[src/rtl/debounce_pkg.sv]
// ---------------------------------------------------------------------------
// debounce_pkg
// Shared definitions for the debounce / edge-detect block:
//   state_t - 2-bit stability FSM encoding. Bit 0 set means a level change
//             is being qualified, and bit 1 holds the currently accepted level.
//   clog2   - ceiling log2 helper. Sizes the qualification counter at
//             elaboration time.
// ---------------------------------------------------------------------------
package debounce_pkg;

  typedef enum logic [1:0] {
    STABLE_LO = 2'b00,
    CHECK_HI  = 2'b01,
    STABLE_HI = 2'b10,
    CHECK_LO  = 2'b11
  } state_t;

  // Number of bits needed to hold values 0 .. value-1 (minimum 0).
  function automatic int clog2(input int value);
    int result;
    int remaining;
    result    = 0;
    remaining = value - 1;
    while (remaining > 0) begin
      result++;
      remaining = remaining >> 1;
    end
    return result;
  endfunction

endpackage

[src/rtl/debounce_edge_detect_sync_chain.sv]
// ---------------------------------------------------------------------------
// sync_chain
// A generic multi-flop synchronizer for a single asynchronous bit. It is
// reusable by any block that must bring an external signal into the clk
// domain.
//
// Parameters:
//   SYNC_STAGES - number of flops in the chain (>= 2)
//   RESET_LEVEL - value every flop takes while reset is high
//
// Ports:
//   clk      - rising-edge clock
//   reset    - asynchronous, active-high reset
//   async_bit - raw input, not yet synchronized
//   synced   - output of the last flop in the chain
// ---------------------------------------------------------------------------
module sync_chain #(
  parameter int SYNC_STAGES = 2,
  parameter bit RESET_LEVEL = 1'b0
) (
  input  logic clk,
  input  logic reset,
  input  logic async_bit,
  output logic synced
);

  // A single flop gives no metastability protection, so refuse to build one.
  if (SYNC_STAGES < 2) begin : g_bad_sync_stages
    $error("sync_chain: SYNC_STAGES must be >= 2");
  end

  logic [SYNC_STAGES-1:0] stages;

  // Shift chain. Index 0 captures the raw input, and the top index is the
  // settled output. Reset preloads the idle level, so that releasing reset
  // does not look like an input edge to whatever follows.
  always_ff @(posedge clk or posedge reset) begin
    if (reset) begin
      stages <= {SYNC_STAGES{RESET_LEVEL}};
    end else begin
      stages <= {stages[SYNC_STAGES-2:0], async_bit};
    end
  end

  assign synced = stages[SYNC_STAGES-1];

endmodule

[src/rtl/debounce_edge_detect.sv]
// ---------------------------------------------------------------------------
// debounce_edge_detect
// Turns a noisy asynchronous 1-bit input (button, external strobe) into a
// clean registered level. It also produces one-cycle rise/fall pulses. The
// input is synchronized first. A four-state FSM then requires the synced
// level to stay at a new value for STABLE_CYCLES tick-qualified cycles before
// q follows it. Any return to the old level during qualification rejects the
// change and restarts the count from zero next time.
//
// Parameters:
//   SYNC_STAGES   - synchronizer depth (>= 2)
//   STABLE_CYCLES - tick-qualified cycles a new level must hold (>= 1)
//   RESET_LEVEL   - idle level of q and the synchronizer during reset
//
// Ports:
//   clk   - rising-edge clock
//   reset - asynchronous, active-high reset
//   data  - raw asynchronous input
//   tick  - counter sample enable (tie high to count every clock)
//   q     - debounced level (registered)
//   rise  - one-cycle pulse, same cycle q goes 0->1 (registered)
//   fall  - one-cycle pulse, same cycle q goes 1->0 (registered)
//   busy  - high while a level change is being qualified
// ---------------------------------------------------------------------------
module debounce_edge_detect
  import debounce_pkg::*;
#(
  parameter int SYNC_STAGES   = 2,
  parameter int STABLE_CYCLES = 16,
  parameter bit RESET_LEVEL   = 1'b0
) (
  input  logic clk,
  input  logic reset,
  input  logic data,
  input  logic tick,
  output logic q,
  output logic rise,
  output logic fall,
  output logic busy
);

  // Zero qualification cycles would make the counter compare meaningless.
  if (STABLE_CYCLES < 1) begin : g_bad_stable_cycles
    $error("debounce_edge_detect: STABLE_CYCLES must be >= 1");
  end

  localparam int               CNT_W       = clog2(STABLE_CYCLES + 1);
  localparam logic [CNT_W-1:0] CNT_LAST    = CNT_W'(STABLE_CYCLES - 1);
  localparam state_t           RESET_STATE = RESET_LEVEL ? STABLE_HI : STABLE_LO;

  logic             s;
  logic             qualified;
  state_t           state;
  state_t           state_next;
  logic [CNT_W-1:0] cnt;
  logic [CNT_W-1:0] cnt_next;
  logic             q_next;
  logic             rise_next;
  logic             fall_next;

  sync_chain #(
    .SYNC_STAGES (SYNC_STAGES),
    .RESET_LEVEL (RESET_LEVEL)
  ) u_sync (
    .clk       (clk),
    .reset     (reset),
    .async_bit (data),
    .synced    (s)
  );

  // The last qualifying tick. It is only meaningful in a CHECK state while the
  // synced input still holds the candidate level.
  always_comb begin
    qualified = tick && (cnt == CNT_LAST);
  end

  // State register, qualification counter and registered outputs. Reset
  // lands directly in the idle state that matches RESET_LEVEL, so that
  // releasing reset never fires a pulse.
  always_ff @(posedge clk or posedge reset) begin
    if (reset) begin
      state <= RESET_STATE;
      cnt   <= '0;
      q     <= RESET_LEVEL;
      rise  <= 1'b0;
      fall  <= 1'b0;
    end else begin
      state <= state_next;
      cnt   <= cnt_next;
      q     <= q_next;
      rise  <= rise_next;
      fall  <= fall_next;
    end
  end

  // Next-state and counter logic. Entering a CHECK state always starts from
  // zero and ignores tick on that edge. Leaving a CHECK state also clears
  // the counter, so cnt is zero whenever the FSM is stable. The counter
  // stops at CNT_LAST because that is where the CHECK state completes, so it
  // cannot wrap.
  always_comb begin
    state_next = state;
    cnt_next   = cnt;
    unique case (state)
      STABLE_LO: begin
        if (s) begin
          state_next = CHECK_HI;
          cnt_next   = '0;
        end
      end
      CHECK_HI: begin
        if (!s) begin
          state_next = STABLE_LO;
          cnt_next   = '0;
        end else if (qualified) begin
          state_next = STABLE_HI;
          cnt_next   = '0;
        end else if (tick) begin
          cnt_next = cnt + CNT_W'(1);
        end
      end
      STABLE_HI: begin
        if (!s) begin
          state_next = CHECK_LO;
          cnt_next   = '0;
        end
      end
      CHECK_LO: begin
        if (s) begin
          state_next = STABLE_HI;
          cnt_next   = '0;
        end else if (qualified) begin
          state_next = STABLE_LO;
          cnt_next   = '0;
        end else if (tick) begin
          cnt_next = cnt + CNT_W'(1);
        end
      end
      default: begin
        state_next = RESET_STATE;
        cnt_next   = '0;
      end
    endcase
  end

  // Output logic. q only moves on a completed qualification, and the
  // matching pulse is registered alongside it, so the pulse appears in the
  // same cycle as the level change. The pulses default low, so each lasts
  // exactly one cycle. Because only one CHECK state can complete at a time,
  // rise and fall are exclusive.
  always_comb begin
    q_next    = q;
    rise_next = 1'b0;
    fall_next = 1'b0;
    if (state == CHECK_HI && s && qualified) begin
      q_next    = 1'b1;
      rise_next = 1'b1;
    end else if (state == CHECK_LO && !s && qualified) begin
      q_next    = 1'b0;
      fall_next = 1'b1;
    end
  end

  // busy comes straight from the state register, so it is high in both
  // CHECK states.
  always_comb begin
    busy = (state == CHECK_HI) || (state == CHECK_LO);
  end

endmodule

[config.mk]
export PLATFORM = sky130hd
export DESIGN_NAME = debounce_edge_detect
export DESIGN_NICKNAME = d
export VERILOG_FILES = /design/src/rtl/debounce_pkg.sv /design/src/rtl/debounce_edge_detect_sync_chain.sv /design/src/rtl/debounce_edge_detect.sv
export SDC_FILE = /design/constraint.sdc
export NUM_CORES = 1
export LEC_CHECK = 0
export CORE_AREA = 8 8 45 47
export DETAILED_ROUTE_END_ITERATION = 8
export DIE_AREA = 0 0 53 55
export GPL_TIMING_DRIVEN = 0
export PLACE_DENSITY = 0.66
export SLEW_MARGIN = 10
export SYNTH_ARGS = -nofsm -noshare
export SYNTH_HDL_FRONTEND = slang
export SYNTH_SLANG_ARGS = --single-unit
[constraint.sdc]
create_clock -name clk -period 2.2 [get_ports clk]
set_clock_uncertainty 0.2 [all_clocks]
set_input_delay 0.44 -clock clk [delete_from_list [all_inputs] [get_ports clk]]
set_output_delay 0.44 -clock clk [all_outputs]
set_load 0.01 [all_outputs]
### Word level (Yosys, flattened, before mapping)

Index checks and enable logic that the tools add are counted.

* flip-flop bits (word level): 12
* input port bits: 4

* reductions and logical operators: 11
* eq/ne operators: 8
* mux-type cells: 19
* add/subtract/negate cells: 1

Operators by type and width (number)
* $mux W5: 6
* $pmux W5 S4: 1
* $mux W2: 6
* $pmux W2 S4: 1
* $add A5 B1 Y5 const B: 1
* $eq A5 B4 Y1 const B: 1
* $logic_and A1 B1 Y1: 5
* $mux W1: 5
* $eq A2 B2 Y1 const B: 2
* $reduce_and A4 Y1: 1
* $ne A3 B2 Y1 const B: 1
* $ne A3 B3 Y1 const B: 1
* $eq A2 B1 Y1 const B: 1
* $logic_not A2 Y1: 1
* $ne A2 B1 Y1 const B: 1
* $ne A2 B2 Y1 const B: 1
* $reduce_and A2 Y1: 1
* $reduce_bool A2 Y1: 1
* $logic_not A1 Y1: 1
* $logic_or A1 B1 Y1: 1

### Longest topological paths before layout

Gate-level depths: netlist of run 1.

* word-level depth: 5
* gate-level depth with buffers: 6
* mapped depth without buffers: 6

### By module

A second synthesis of run 1 with hierarchy kept.

* cell total of the unflattened synthesis: 58
* area total of the unflattened synthesis: 573.0 um^2

Modules (own cells, without submodules)
* debounce_edge_detect: times used 1, cells an instance 55, area each 519.2 um^2
* sync_chain: times used 1, cells an instance 3, area each 53.8 um^2

### Least setup slack after synthesis of run 1

No wires, ideal clock.

* path kind: register to register
* from: reg cnt[0]
* to: reg cnt[3]
* arrival time: 1.682 ns
* data required time: 1.931 ns
* clock period less this slack: 1.951 ns
* stages on the path, launching flop included: 7
* path slack: 0.249 ns
* path buffers: 0
* cells stage by stage: dfrtp_1 > ha_1 > and3_1 > ha_1 > a21boi_0 > or4b_1 > nand3_1

* cells in the longest elaborated chain, start to end: 5

RTL lines
* from (decl): line debounce_edge_detect.sv:55 `logic [CNT_W-1:0] cnt;`
* from (signal assigned): line debounce_edge_detect.sv:89 `cnt <= cnt_next;`
* $add A5 B1 Y5 / $eq A5 B4 Y1 (equally long branches): line debounce_edge_detect.sv:119, debounce_edge_detect.sv:136, debounce_edge_detect.sv:74
* $mux W5 / $logic_and A1 B1 Y1 (equally long branches): line debounce_edge_detect.sv:118, debounce_edge_detect.sv:135, debounce_edge_detect.sv:74
* $mux W5 *: line debounce_edge_detect.sv:132 `end else if (qualified) begin`
* $mux W5 (on tied branches): line debounce_edge_detect.sv:129, debounce_edge_detect.sv:112
* $pmux W5 S4 *: line debounce_edge_detect.sv:104 `unique case (state)`

Every way passes the cells marked *; elsewhere a longest branch is shown, timed or not.
A chain may end at the register's enable or synchronous reset.

### Final worst setup path of run 1

* from: reg state[0]
* to: out busy

* cells in the longest elaborated chain, start to end: 2

RTL lines
* from (decl): line debounce_edge_detect.sv:53 `state_t state;`
* from (signal assigned): line debounce_edge_detect.sv:88 `state <= state_next;`
* $eq A2 B1 Y1 / $eq A2 B2 Y1 (equally long branches): line debounce_edge_detect.sv:167 `busy = (state == CHECK_HI) || (state == CHECK_LO);`
* $logic_or A1 B1 Y1 *: line debounce_edge_detect.sv:167
* to (decl): line debounce_edge_detect.sv:39 `output logic busy`

Marked as above.

==> results of run 1 <==
## flip-flops by register name, summed over array words and instances (netlist names), named ones only
signal         cells
rise               1
u_sync.stages      2
state              1
q                  1
fall               1
cnt                5
## path summary, 6_finish.rpt
check,endpoint,slack (ns),depth (start not counted)
max,busy,0.10,3
min,u_sync.stages[1],0.15,0
max reg2reg,cnt[3],0.12,6
min reg2reg,u_sync.stages[1],0.15,0
max in group asynchronous,async pin,1.21,2
min in group asynchronous,cnt[2],0.27,2
## cell families after synthesis
kind of cell / count (synthesis) / synth area share
AOI/OAI and AO/OA: 9 / 0.0953
xor gates and xnor gates: 2 / 0.0303
adders and majority gates: 2 / 0.0433
buffers and inverters: 7 / 0.0454
DFF: 12 / 0.519
and+or+nand+nor: 27 / 0.266
## synthesized netlist by cell type
cell	count	area share
ha_1	2	0.043
a21oi_1	1	0.0086
nand4b_1	3	0.045
nor2_1	2	0.013
clkbuf_1	3	0.019
and3_1	2	0.022
a2bb2oi_1	1	0.015
nor2b_1	2	0.022
nand3_1	8	0.069
o21ai_0	4	0.035
nand2_1	5	0.032
nand4_1	3	0.032
a21boi_0	1	0.013
nor3b_1	1	0.013
a22oi_1	1	0.013
inv_1	4	0.026
or4b_1	1	0.017
xnor2_1	1	0.015
xor2_1	1	0.015
dfrtp_1	12	0.52
o22ai_1	1	0.011
## cell type report
| type | instances | area, µm² |
|---|---|---|
| well taps | 16 | 20.0 |
| clock buffers | 4 | 36.3 |
| flip-flops and latches | 12 | 300 |
| fillers | 129 | 688 |
| inverters | 4 | 15.0 |
| plain buffers | 3 | 12.5 |
| multi-input cells | 40 | 251 |
| repair buffers | 6 | 60.1 |
## critical path: stages, from the launching register on
cell and delay (ns):
dfrtp_1 0.34, clkbuf_2 0.20, clkbuf_1 0.11, clkdlybuf4s50_1 0.53
## power breakdown
group          internal (mW)  switching [mW]
registers              0.225         0.00499
clock network          0.101          0.0748
logic                 0.0122          0.0180
## layer usage
| metal | vias up | track usage | share of wire |
|---|---|---|---|
| li1 | 230 | - | - |
| met1 | 227 | 0.109 | 0.44 |
| met2 | 11 | 0.145 | 0.48 |
| met3 | 5 | 0.0401 | 0.057 |
| met4 | 0 | 0.0647 | 0.022 |
| met5 | - | 0 | 0 |
## what timing repair did
item / 4_1_cts / 5_1_grt
hold endpoints to repair: 0 / 0
hold buffers: 0 / 0
endpoints found under the setup margin: 1 / 1
cloned: 0 / 0
gates resized for setup: 1 / 1
==> impl_metrics.env, run 1 <==
export IMPL_hold_viol=0
export IMPL_dp_cells=81
export IMPL_final_core_util=0.503
export IMPL_dpl_worst_slack_ns=0.0915
export IMPL_min_from="u_sync.stages[0]"
export IMPL_setup_tns_ns=0
export IMPL_portBuffers=6
export IMPL_crit_arrival_ns=1.46
export IMPL_ys_ff_latch=12
export IMPL_drt_iter0_drc=11
export IMPL_antenna_left=0
export IMPL_critPathKind="reg -> out"
export IMPL_clock_tree_root_cell="clkbuf_4"
export IMPL_fp_dieW_um=53
export IMPL_ios=8
export IMPL_grt_overflow=0
export IMPL_synth_net_count=65
export IMPL_grt_pass1_wl_um=2010
export IMPL_r2r_start="cnt[0]"
export IMPL_grt_pass1_vias=456
export IMPL_startpoint="state[0]"
export IMPL_wire_per_inst_um=13.6
export IMPL_critPathRequiredTime_ns=1.56
export IMPL_syn_area_um2=578
export IMPL_netlist_instances=59
export IMPL_dpl_instance_area_um2=658
export IMPL_vias=473
export IMPL_final_common_cell="dfrtp_1"
export IMPL_relSlewSlack=0.637
export IMPL_hold_slack_ns=0.154
export IMPL_critPathCaptureType="output port"
export IMPL_finalMaxSlewViolations=0
export IMPL_leakage_nw=0.331
export IMPL_cap_violations=0
export IMPL_htreeDepth=1
export IMPL_cts_sinks=12
export IMPL_seq_area_frac_synth=0.519
export IMPL_max_freq_ghz=0.476
export IMPL_grt_max_degree=13
export IMPL_rsz0062_at_grt="false"
export IMPL_wirelength_um=1150
export IMPL_drc=0
export IMPL_tightest_slew_ns=0.541
export IMPL_fin_crit_sh=0.954
export IMPL_netlist_cell_type_count=21
export IMPL_syn_to_final_growth_pct=20.3
export IMPL_status="finished, final reports clean"
export IMPL_fin_nets=76
export IMPL_final_min_clock_period_ns=2.10
export IMPL_cts_tree="yes"
export IMPL_num_antenna_cells=0
export IMPL_p_per_area_nw_per_um2=626
export IMPL_place_gp_congestion=0.691
export IMPL_layout_common_cells="dfrtp_1 (12), nand3_1 (8), clkdlybuf4s50_1 (6)"
export IMPL_yosysWarnings=0
export IMPL_track_usage=0.0959
export IMPL_drt_pass1_iterations=5
export IMPL_hp_class="reg -> reg"
export IMPL_stdcell_count=85
export IMPL_dieHeight_um=55
export IMPL_hpwl_um=855
export IMPL_cts_setup_buffers=0
export IMPL_worstSkewPairLatency_ns=0.27
export IMPL_cts_buffers=3
export IMPL_ir_drop_mv=0.344
export IMPL_rows=14
export IMPL_drive_gt1_frac=0.0725
export IMPL_start_kind="register"
export IMPL_clk_path_buf_depth=2
export IMPL_dieArea_um2=2920
export IMPL_finalSetupViolations=0
export IMPL_crit_fanout=10
export IMPL_antenna_found_initial=0
export IMPL_fin_ws_ns=0.101
export IMPL_p_total_uw=436
export IMPL_viasPerCell=5.56
export IMPL_coreArea_um2=1380
export IMPL_initial_core_util=0.418
export IMPL_syn_avg_cell_area_um2=9.80
export IMPL_finalInstanceArea_um2=696
export IMPL_path_clk_slew_ns=0.08
(Power assumes the default switching activity.)
==> run 2: changes to the inputs <==
Settings changed: CORE_AREA 8 8 45 47 to 2 2 39 41, CTS_CLUSTER_DIAMETER set to 80, DIE_AREA 0 0 53 55 to 0 0 41 43.
==> run 2 against run 1 <==
  * Total power decreased by 9.8%
  * Highest routed layer unchanged
  * Hold slack got worse by 0.0011 ns
  * Wire length decreased by 8.1%
  * Sequential share of layout area increased by 0.87 points
  * Via count unchanged
  * Sequential power about the same
  * Cell count decreased by 1.2%
  * Combinational power about the same
  * Global-route usage increased by 5.5 points
==> impl_metrics.env, run 2 (same netlist as run 1, synthesis figures left out) <==
export IMPL_ios=8
export IMPL_grt_max_degree=13
export IMPL_cts_buffers=3
export IMPL_final_min_clock_period_ns=2.08
export IMPL_antenna_found_initial=0
export IMPL_worstSkewPairLatency_ns=0.27
export IMPL_pwr_share_clk=0.338
export IMPL_leakage_nw=0.324
export IMPL_cap_violations=0
export IMPL_tightest_slew_ns=0.544
export IMPL_crit_arrival_ns=2.09
export IMPL_min_to="u_sync.stages[1]"
export IMPL_hold_viol=0
export IMPL_dieArea_um2=1760
export IMPL_nFillCells=123
export IMPL_crit_fanout=5
export IMPL_coreArea_um2=1380
export IMPL_cpPeakStageDelay_ns=0.45
export IMPL_htreeDepth=1
export IMPL_power_switching_uw=92.3
export IMPL_grt_pass1_wl_um=1780
export IMPL_hpwl_um=755
export IMPL_p_per_area_nw_per_um2=577
export IMPL_largest_reg_flops=5
export IMPL_hp_class="reg -> reg"
export IMPL_clock_tree_root_cell="clkbuf_4"
export IMPL_regMostFlops="cnt"
export IMPL_fin_crit_sh=0.945
export IMPL_fin_nets=76
export IMPL_drt_iter0_drc=5
export IMPL_cts_tree="yes"
export IMPL_layout_common_cells="dfrtp_1 (12), nand3_1 (8), clkdlybuf4s50_1 (6)"
export IMPL_antenna_left=0
export IMPL_rows=14
export IMPL_path_clk_slew_ns=0.07
export IMPL_ir_drop_mv=0.355
export IMPL_final_common_cell="dfrtp_1"
export IMPL_portBuffers=6
export IMPL_critPathCaptureType="register"
export IMPL_r2r_start="cnt[0]"
export IMPL_largestRegisters="cnt (5), u_sync.stages (2)"
export IMPL_place_gp_congestion=0.722
export IMPL_start_kind="register"
export IMPL_drt_pass1_iterations=2
export IMPL_r2r_cells=6
export IMPL_cpLargestDelayFamily="simple AND/OR/NAND/NOR gates"
export IMPL_fp_dieW_um=41
export IMPL_clk_path_buf_depth=2
export IMPL_setup_tns_ns=0
export IMPL_cp_num_buf_inv=0
export IMPL_max_freq_ghz=0.481
export IMPL_hold_slack_ns=0.152
export IMPL_finalMaxSlewViolations=0
export IMPL_critical_path_cell_count=6
export IMPL_wirelength_um=1060
export IMPL_grt_pass1_vias=418
export IMPL_vias=473
export IMPL_critPathRequiredTime_ns=2.21
export IMPL_dieHeight_um=43
export IMPL_cts_sinks=12
export IMPL_syn_to_final_growth_pct=18.0
export IMPL_crit_chain="ha_1, and3_1, ha_1, a21boi_1, or4b_1, nand3_1"
export IMPL_rsz0062_at_grt="false"
export IMPL_holdBufCountCts=0
export IMPL_path_common_cell="ha_1"
export IMPL_p_seq_frac=0.586
export IMPL_wire_per_inst_um=12.6
export IMPL_p_sw_frac=0.235
export IMPL_viasPerCell=5.63
export IMPL_hold_depth=0
export IMPL_slowest_stage="or4b_1"
export IMPL_p_int_uw=301
export IMPL_combinationalPowerShare=0.077
export IMPL_status="finished, final reports clean"
export IMPL_finalSetupViolations=0
export IMPL_critPathKind="reg -> reg"
export IMPL_drc=0
export IMPL_grt_overflow=0
export IMPL_num_antenna_cells=0
export IMPL_min_from="u_sync.stages[0]"
export IMPL_regToRegSetupSlack_ns=0.12
export IMPL_relSlewSlack=0.635
export IMPL_track_usage=0.151
export IMPL_initial_core_util=0.418
export IMPL_reg2reg_to="cnt[3]"
export IMPL_drive_gt1_frac=0.0588
export IMPL_cts_setup_buffers=0
-- run 2: cell count changes in the layout (fill, tap and decap cells not counted), sizes merged --
cell,change
clkbuf,-1
-- run 2: power by group through the flow --
| stage | clock (mW) | sequential [mW] | combinational [mW] |
|---|---|---|---|
| 2_1_floorplan | 0 | 0.233 | 0.0199 |
| 5_1_grt | 0.145 | 0.231 | 0.0343 |
| 3_5_place_dp | 0 | 0.234 | 0.0302 |
| 6_report | 0.133 | 0.230 | 0.0302 |
| 3_3_place_gp | 0 | 0.234 | 0.0302 |
| 4_1_cts | 0.138 | 0.230 | 0.0305 |
-- run 2: timing repair --
item | CTS | global route
endpoints found under the hold margin | 0 | 0
resized for setup | 1 | 1
pin swaps | 0 | 0
endpoints found under the setup margin | 1 | 1
cloned | 0 | 0
-- run 2: area by class of cell --
type | count | area, µm² | share of cell area
clock buffers | 3 | 22.5 | 0.0330
repair buffers | 6 | 60.1 | 0.0881
well taps | 16 | 20.0 | 0.0294
plain buffers | 3 | 12.5 | 0.0183
inverters | 4 | 15.0 | 0.0220
multi-input cells | 40 | 251 | 0.369
flip-flops and latches | 12 | 300 | 0.440
-- run 2: through the flow --
stage / worst slack, ns / util / power, mW / std cells / instance area (µm²)
6_report: 0.121 / 0.493 / 0.393 / 84 / 682
5_1_grt: 0.0391 / 0.493 / 0.410 / 84 / 682
4_1_cts: 0.0513 / 0.493 / 0.398 / 84 / 682
3_5_place_dp: 0.0769 / 0.476 / 0.264 / 81 / 658
3_3_place_gp: 0.0919 / 0.476 / 0.265 / 81 / 658
2_1_floorplan: 0.249 / - / 0.253 / 59 / 578
-- run 2: worst max-delay path by stage --
stage	end	from	slack, ns
floorplan	cnt[3]	cnt[0]	0.25
global placement	cnt[3]	cnt[0]	0.09
detailed placement	cnt[3]	cnt[0]	0.08
CTS	cnt[3]	cnt[0]	0.05
global route	cnt[3]	cnt[0]	0.04
finish	cnt[3]	cnt[0]	0.12
-- run 2: worst reg2reg max path, stage by stage, from the launching register on --
cell and delay [ns]:
dfrtp_1 0.42, ha_1 0.24, and3_1 0.19, ha_1 0.23, a21boi_1 0.21, or4b_1 0.45
nand3_1 0.08
-- run 2: routing by layer --
metal,track usage,vias to the layer above,wire [µm]
met5,0,-,0
met4,0.100,0,25
met3,0.0419,4,46
met2,0.197,8,477
met1,0.210,231,511
li1,-,230,-
